==> src/rtl/alu_pkg.sv <==
// Shared encodings for the ALU issue stage: ALU op codes, major opcodes and FSM states.
package alu_pkg;

    localparam logic [3:0] ALU_ADD  = 4'b0000;
    localparam logic [3:0] ALU_SUB  = 4'b1000;
    localparam logic [3:0] ALU_SLL  = 4'b0001;
    localparam logic [3:0] ALU_SLT  = 4'b0010;
    localparam logic [3:0] ALU_SLTU = 4'b0011;
    localparam logic [3:0] ALU_XOR  = 4'b0100;
    localparam logic [3:0] ALU_SRL  = 4'b0101;
    localparam logic [3:0] ALU_SRA  = 4'b1101;
    localparam logic [3:0] ALU_OR   = 4'b0110;
    localparam logic [3:0] ALU_AND  = 4'b0111;

    localparam logic [6:0] OP     = 7'b0110011;
    localparam logic [6:0] OP_IMM = 7'b0010011;

    localparam logic [6:0] F7_BASE = 7'b0000000;
    localparam logic [6:0] F7_ALT  = 7'b0100000;

    localparam logic [2:0] F3_ADD = 3'b000;
    localparam logic [2:0] F3_SLL = 3'b001;
    localparam logic [2:0] F3_SR  = 3'b101;

    typedef enum logic [1:0] {
        IDLE  = 2'd0,
        ISSUE = 2'd1,
        WAIT  = 2'd2,
        WB    = 2'd3
    } issue_state_t;

endpackage

==> src/rtl/alu_op_decode.sv <==
// Combinational decode of a decoded instruction into ALU op, operand B and legality.
module alu_op_decode
    import alu_pkg::*;
(
    input  logic [6:0]  i_opcode,
    input  logic [2:0]  i_func3,
    input  logic [6:0]  i_func7,
    input  logic [31:0] i_rs2_val,
    input  logic [31:0] i_imm,
    output logic [3:0]  o_op,
    output logic [31:0] o_opb,
    output logic        o_legal
);

    logic w_f7_base;
    logic w_f7_alt;

    assign w_f7_base = (i_func7 == F7_BASE);
    assign w_f7_alt  = (i_func7 == F7_ALT);

    always_comb begin
        o_op    = ALU_ADD;
        o_opb   = 32'd0;
        o_legal = 1'b0;
        case (i_opcode)
            OP: begin
                o_op    = {i_func7[5], i_func3};
                o_opb   = i_rs2_val;
                // Only ADD/SUB and SRL/SRA have an alternate func7 encoding.
                o_legal = w_f7_base ||
                          (w_f7_alt && ((i_func3 == F3_ADD) || (i_func3 == F3_SR)));
            end
            OP_IMM: begin
                o_op    = {1'b0, i_func3};
                o_opb   = i_imm;
                o_legal = 1'b1;
                if (i_func3 == F3_SLL) begin
                    o_opb   = {27'd0, i_imm[4:0]};
                    o_legal = w_f7_base;
                end else if (i_func3 == F3_SR) begin
                    o_op    = {i_func7[5], F3_SR};
                    o_opb   = {27'd0, i_imm[4:0]};
                    o_legal = w_f7_base || w_f7_alt;
                end
            end
            default: begin
                o_legal = 1'b0;
            end
        endcase
    end

endmodule

==> src/rtl/alu_issue.sv <==
// Issue stage: accepts one decoded ALU instruction, drives the bit-serial ALU,
// waits (bounded) for completion and hands the result to writeback.
module alu_issue
    import alu_pkg::*;
#(
    parameter int TIMEOUT_CYCLES = 80
) (
    input  logic         clk,
    input  logic         rst,
    input  logic         in_valid,
    output logic         in_ready,
    input  logic [6:0]   in_opcode,
    input  logic [2:0]   in_func3,
    input  logic [6:0]   in_func7,
    input  logic [4:0]   in_rd_idx,
    input  logic [31:0]  in_rs1_val,
    input  logic [31:0]  in_rs2_val,
    input  logic [31:0]  in_imm,
    output logic [31:0]  alu_rs1,
    output logic [31:0]  alu_rs2,
    output logic [3:0]   alu_op,
    output logic         alu_start,
    input  logic         alu_done,
    input  logic [31:0]  alu_rd,
    output logic         wb_valid,
    input  logic         wb_ready,
    output logic [4:0]   wb_idx,
    output logic [31:0]  wb_data,
    output logic         wb_we,
    output logic         illegal,
    output logic         timeout,
    output issue_state_t dbg_state
);

    localparam int CNT_W = $clog2(TIMEOUT_CYCLES + 1);

    issue_state_t     r_state;
    logic [CNT_W-1:0] r_cnt;
    logic [31:0]      r_alu_rs1;
    logic [31:0]      r_alu_rs2;
    logic [3:0]       r_alu_op;
    logic             r_alu_start;
    logic             r_wb_valid;
    logic [4:0]       r_wb_idx;
    logic [31:0]      r_wb_data;
    logic             r_wb_we;
    logic             r_illegal;
    logic             r_timeout;

    logic [3:0]       w_dec_op;
    logic [31:0]      w_dec_opb;
    logic             w_dec_legal;

    alu_op_decode u_decode (
        .i_opcode  (in_opcode),
        .i_func3   (in_func3),
        .i_func7   (in_func7),
        .i_rs2_val (in_rs2_val),
        .i_imm     (in_imm),
        .o_op      (w_dec_op),
        .o_opb     (w_dec_opb),
        .o_legal   (w_dec_legal)
    );

    // Handshakes: in_valid/in_ready and wb_valid/wb_ready each transfer on a rising
    // edge where both are high; a raised valid holds its payload until that edge.
    always_ff @(posedge clk) begin
        if (!rst) begin
            r_state     <= IDLE;
            r_cnt       <= '0;
            r_alu_rs1   <= 32'd0;
            r_alu_rs2   <= 32'd0;
            r_alu_op    <= 4'd0;
            r_alu_start <= 1'b0;
            r_wb_valid  <= 1'b0;
            r_wb_idx    <= 5'd0;
            r_wb_data   <= 32'd0;
            r_wb_we     <= 1'b0;
            r_illegal   <= 1'b0;
            r_timeout   <= 1'b0;
        end else begin
            r_alu_start <= 1'b0;
            r_illegal   <= 1'b0;
            r_timeout   <= 1'b0;
            case (r_state)
                IDLE: begin
                    if (in_valid) begin
                        if (w_dec_legal) begin
                            r_alu_op    <= w_dec_op;
                            r_alu_rs1   <= in_rs1_val;
                            r_alu_rs2   <= w_dec_opb;
                            r_wb_idx    <= in_rd_idx;
                            r_wb_we     <= (in_rd_idx != 5'd0);
                            r_alu_start <= 1'b1;
                            r_state     <= ISSUE;
                        end else begin
                            r_illegal <= 1'b1;
                        end
                    end
                end
                ISSUE: begin
                    r_cnt   <= '0;
                    r_state <= WAIT;
                end
                WAIT: begin
                    // Operands stay untouched here: the serial ALU keeps sampling them.
                    if (alu_done) begin
                        r_wb_data  <= alu_rd;
                        r_wb_valid <= 1'b1;
                        r_cnt      <= '0;
                        r_state    <= WB;
                    end else if (r_cnt == CNT_W'(TIMEOUT_CYCLES - 1)) begin
                        r_timeout <= 1'b1;
                        r_cnt     <= '0;
                        r_state   <= IDLE;
                    end else begin
                        r_cnt <= r_cnt + CNT_W'(1);
                    end
                end
                WB: begin
                    if (wb_ready) begin
                        r_wb_valid <= 1'b0;
                        r_state    <= IDLE;
                    end
                end
                default: begin
                    r_state <= IDLE;
                end
            endcase
        end
    end

    assign in_ready  = (r_state == IDLE);
    assign alu_rs1   = r_alu_rs1;
    assign alu_rs2   = r_alu_rs2;
    assign alu_op    = r_alu_op;
    assign alu_start = r_alu_start;
    assign wb_valid  = r_wb_valid;
    assign wb_idx    = r_wb_idx;
    assign wb_data   = r_wb_data;
    assign wb_we     = r_wb_we;
    assign illegal   = r_illegal;
    assign timeout   = r_timeout;
    assign dbg_state = r_state;

endmodule

==> config.mk <==
export PLATFORM = sky130hd
export DESIGN_NAME = alu_issue
export DESIGN_NICKNAME = d
export VERILOG_FILES = /design/src/rtl/alu_pkg.sv /design/src/rtl/alu_op_decode.sv /design/src/rtl/alu_issue.sv
export SDC_FILE = /design/constraint.sdc
export NUM_CORES = 1
export LEC_CHECK = 0
export CORE_UTILIZATION = 39
export CTS_CLUSTER_DIAMETER = 60
export DETAILED_ROUTE_END_ITERATION = 6
export GPL_TIMING_DRIVEN = 0
export PLACE_DENSITY = 0.8
export SYNTH_ARGS = -nofsm -noshare
export SYNTH_HDL_FRONTEND = slang
export SYNTH_SLANG_ARGS = --single-unit
==> constraint.sdc <==
create_clock -name clk -period 2.62 [get_ports clk]
set_clock_uncertainty 0.05 [all_clocks]
set_input_delay 0.262 -clock clk [delete_from_list [all_inputs] [get_ports clk]]
set_output_delay 0.262 -clock clk [all_outputs]
set_load 0.1 [all_outputs]
# ---- After elaboration in Yosys (flattened, before gate mapping)
# Cells that the tools add are included.
dict set report totals {
  wordCells 69
  register_bits 119
  in_bits 155
  output_inout_bits 113
}
dict set report classes {
  bitwise_logic 2
  reduce_logical 16
  mux 24
  eq_ne 14
  n_addsub 1
}
# op n
set ops {}
lappend ops {{32-bit 2-to-1 mux} 2}
lappend ops {{32-bit case mux with 2 select lines} 1}
lappend ops {{7-bit by 6-bit equality test with 1-bit output, second input constant} 2}
lappend ops {{7-bit 2-to-1 mux} 2}
lappend ops {{7-bit case mux with 2 select lines} 1}
lappend ops {{2-bit 2-to-1 mux} 5}
lappend ops {{3-bit AND reduction} 3}
lappend ops {{4-bit 2-to-1 mux} 2}
lappend ops {{2-bit case mux with 4 select lines} 1}
lappend ops {{4-bit case mux with 2 select lines} 1}
lappend ops {{7-bit by 1-bit adder with 7-bit output, second input constant} 1}
lappend ops {{7-bit by 5-bit equality test with 1-bit output, second input constant} 1}
lappend ops {{7-bit equality test, second input constant} 1}
lappend ops {{7-bit zero test} 1}
lappend ops {{1-bit 2-to-1 mux} 7}
lappend ops {{2-bit != test, second input constant} 3}
lappend ops {{5-bit nonzero test} 1}
lappend ops {{2-bit equality test, second input constant} 2}
lappend ops {{1-bit case mux with 2 select lines} 2}
lappend ops {{4-bit AND reduction} 1}
lappend ops {{2-bit nonzero test} 2}
lappend ops {{3-bit by 1-bit equality test with 1-bit output, second input constant} 1}
lappend ops {{3-bit equality test, second input constant} 1}
lappend ops {{3-bit zero test} 1}
lappend ops {{9 further kinds} 12}

# ---- Longest topological paths before layout
dict set report logic_depth {
  word_depth 8
  ltp_mapped 8
  depth_no_buf 7
}

# ---- Hierarchy
# A second synthesis with hierarchy kept.
dict set report hier_totals {
  hier_cells 627
  hier_area_um2 5103.6
}
# module area_each_um2 cells_per_inst seq_area_each_um2 instances
set by_module_without_submodules {}
lappend by_module_without_submodules {alu_issue 4526.8 536 2382.3 1}
lappend by_module_without_submodules {alu_op_decode 576.8 91 0.0 1}

# ---- Worst setup path after synthesis
# Ideal clock, no wire load.
dict set report synth_path {
  path_kind {register -> register}
  start {register r_state[0], in the netlist dbg_state[0]}
  end {register r_alu_rs2[11], in the netlist alu_rs2[11]}
  n_path_buf 2
  stages_incl_launch_ff 8
  required_time_ns 2.499
  t_arrival_ns 2.809
  synth_period_minus_slack_ns 2.930
  setup_ns 0.071
  path_slack_ns -0.310
  path_cell_list {dfxtp_1 -> inv_1 -> ha_1 -> and2_1 -> clkbuf_1 -> clkbuf_1 -> nand4_1 -> a21oi_1}
}
dict set report synth_between {
  elab_chain_cells 2
}
# element line_no
set synth_rtl {}
lappend synth_rtl {{start: declaration} alu_issue.sv:37} ;# issue_state_t r_state;
lappend synth_rtl {{start signal: assignment} alu_issue.sv:69} ;# r_state <= IDLE;
lappend synth_rtl {{start signal: assignment} alu_issue.sv:95} ;# r_state <= ISSUE;
lappend synth_rtl {{start signal: assignment} alu_issue.sv:103} ;# r_state <= WAIT;
lappend synth_rtl {{2-bit zero test} --}
lappend synth_rtl {{named net in_ready} alu_issue.sv:11} ;# output logic in_ready,
lappend synth_rtl {{3-bit AND reduction (no source line)} --}
lappend synth_rtl {{end signal: assignment} alu_issue.sv:91} ;# r_alu_rs2 <= w_dec_opb;
lappend synth_rtl {{end: declaration} alu_issue.sv:40} ;# logic [31:0] r_alu_rs2;
# The timed path passes the listed nets, and every way through them passes these cells.
# A chain may end at the register's enable or synchronous reset.

# ---- Worst setup path after layout
dict set report layout_path {
  start {register r_state[1], in the netlist dbg_state[1]}
  end {output dbg_state[1]}
}
# element line_no
set layout_lines {}
lappend layout_lines {{end: declaration} alu_issue.sv:32} ;# output issue_state_t dbg_state
# No word-level cell between the ends.

==> flow_metrics.tcl <==
set metrics [dict create \
    core_um2 12300 \
    placed_area_um2 7880 \
    cap_viol_max_count 0 \
    hold_ws_ns 0.345 \
    maxSlewViolCount 0 \
    clock_sinks 119 \
    synth_ff_type "dfxtp_1" \
    clk-insertion-delay-late_ns 0.41 \
    syn2layout_area_growth_pct 68.2 \
    vias 5642 \
    drtIter0Drc 431 \
    hold_path.class "input pin to flop" \
    start_util_pct 40.8 \
    clk_pin_slew_ns 0.05 \
    power_density_nw_per_um2 571 \
    synth_warnings 0 \
    fin_util_pct 68.6 \
    drc_errors 0 \
    numCtsBuffers 17 \
    cts-htree-levels 4 \
    dr.pass1.iters 5 \
    wire_per_inst_um 16.6 \
    crit_path_start_kind "flop" \
    synthArstFlopShare_pct 0 \
    synth_seq_area_share_pct 47.7 \
    hpwl_um 13400 \
    cp-end-kind "output port" \
    synth_area_per_cell_um2 8.22 \
    grt_usage_pct 26.4 \
    antenna_left 0 \
    die_w_um 115 \
    crit_fanout 5 \
    max_stage_delay_ns 1.17 \
    timing.setup.tns_ns 0 \
    setup_violations 0 \
    cts_hold_buf 0 \
    die_area_um2 13300 \
    yosysUniqueCellTypes 35 \
    clock_path_buffers 2 \
    cts_tree "built" \
    place.gp.congestion 0.811 \
    die_y_um 115 \
    rsz0062_at_grt "false" \
    synth_nets 767 \
    portBuffers 266 \
    grt_pass1_wl_um 26500 \
    ys_ff_latch 119 \
    power_mw 4.80 \
    status "finished, final reports clean" \
    grt_pass1_vias 5283 \
    pre_cts_ws_ns -0.186 \
    leakage_nw 2.80 \
    synth_top_cell_by_area "dfxtp_1" \
    critPathTopFamily "buffers and inverters" \
    worst-path-buf-inv 1 \
    drive_above_1_share_pct 5.20 \
    num-fill-cells 1030 \
    diodes 0 \
    design_area_um2 8410 \
    fp-row-count 40 \
    ir_drop_v 0.000445 \
    critPathKind "flop to output port" \
    nets 1052 \
    synth_edf_count 0 \
    hold_viol_final 0 \
    slew-limit-headroom_pct 30.0 \
    viasPerCell 5.27 \
    netlist_instances 608 \
    cp.arrival_ns 1.99 \
    period_share_pct 87.8 \
    fmax_mhz 435 \
    crit_chain "clkdlybuf4s50_1" \
    syn_area_um2 5000 \
    routed_wl_um 17700 \
    cts-root-buf "clkbuf_16" \
    synth_top_cell_area_share_pct 47.7 \
    overflow 0 \
    fin_cells 1071 \
    worst_pin_slew_ns 1.05 \
    timing.final.crit_period_ns 2.30 \
    grt_start_max_net_pins 17 \
    cp.required_ns 2.31 \
    antenna_found_initial 0 \
    cpMaxStageDelayCell "clkdlybuf4s50_1" \
    fin_ws_ns 0.320 \
    ys_top_cells_by_area "dfxtp_1 48%, a21oi_1 11%, o21ai_0 7.0%" \
    pin_count 268 \
    dp_cells 1042 \
]
## state kept, by name (all words and copies together), names as in the netlist
signal,cells
timeout,1
alu_rs2,32
wb_we,1
wb_valid,1
illegal,1
wb_data,32
wb_idx,5
dbg_state,2
r_cnt,7
alu_op,4
alu_rs1,32
alu_start,1
## layout make-up
class	instances	area (um2)	share of cell area [%]
buffer	62	284	3.38
clock buffer	25	505	6.01
clock inverter	4	20.0	0.238
inverter	5	18.8	0.223
multi-input combinational	422	2320	27.6
sequential	119	2380	28.3
tap	168	210	2.50
timing repair buffer	266	2670	31.7
## cell usage in the layout, fill, tap and decap left out, types with 3 or more instances in the layout
cell / synthesis / layout
a21oi_1: 110 / 110
nor3_1: 3 / 3
clkdlybuf4s50_1: 0 / 265
clkbuf_1: 48 / 51
o21ai_0: 70 / 70
dfxtp_1: 119 / 118
clkbuf_16: 0 / 17
buf_1: 3 / 3
nand4_1: 39 / 39
clkbuf_8: 0 / 5
mux2_2: 5 / 5
xnor2_1: 3 / 3
buf_2: 5 / 5
buf_6: 6 / 6
nor2_1: 12 / 12
nand3_1: 39 / 39
o21ai_1: 6 / 6
clkinv_2: 0 / 4
ha_1: 4 / 3
nand2_1: 78 / 78
inv_1: 5 / 5
a22o_1: 27 / 27
nor2b_1: 3 / 3
## cells in the mapped netlist, types with 3 or more instances
master      n
mux2_2      5
ha_1        4
o21ai_0    70
nand3_1    39
clkbuf_1   48
buf_6       6
a22o_1     27
nor2b_1     3
nor2_1     12
nand4_1    39
dfxtp_1   119
o21ai_1     6
a21oi_1   110
buf_2       5
buf_1       3
nand2_1    78
inv_1       5
xnor2_1     3
nor3_1      3
## final timing paths
kind	startpoint	to	slack (ns)	cells after the start
min	alu_rd[16]	wb_data[16]	0.34	3
max reg2reg	dbg_state[0]	alu_rs2[21]	0.40	7
max	dbg_state[1]	dbg_state[1]	0.32	1
min reg2reg	wb_data[14]	wb_data[14]	0.40	2
## per-layer routing
metal	GRT usage, %	routed length, um	share of wire (%)
met5	0	0	0
met4	12.6	446	2.5
met3	9.96	1830	10
met2	45.2	8570	48
met1	28.9	6900	39
## worst reg2reg max path: cells and delay by family (launching register included)
family / cells / cell delay [ns]
flip-flops: 1 / 0.33
AO/OA/AOI/OAI: 1 / 0.19
AND/OR/NAND/NOR: 2 / 0.34
buffers and inverters: 3 / 0.97
adder cells (fa/ha/maj): 1 / 0.27
## cell families (layout without fill, tap and decap cells)
kind of cell             after synthesis  after routing  share of synthesized area, %
AO/OA/AOI/OAI                        221            221                          25.1
AND/OR/NAND/NOR                      187            187                          18.2
flip-flops                           119            119                          47.7
buffers and inverters                 67            362                          6.06
XOR/XNOR                               5              5                         0.876
multiplexers                           5              5                          1.13
adder cells (fa/ha/maj)                4              4                          1.00
## power by group
group	switching, mW	total, mW	internal, mW
logic	0.547	0.893	0.346
clock network	0.746	2.05	1.31
registers	0.0155	1.85	1.84
total	1.31	4.80	3.49
## timing repair
item	4_1_cts	5_1_grt
gates resized for setup	0	2
endpoints found under the hold margin	0	0
setup buffers	0	0
setup endpoints to repair	0	31
No activity file was read; power rests on OpenSTA's default activity.
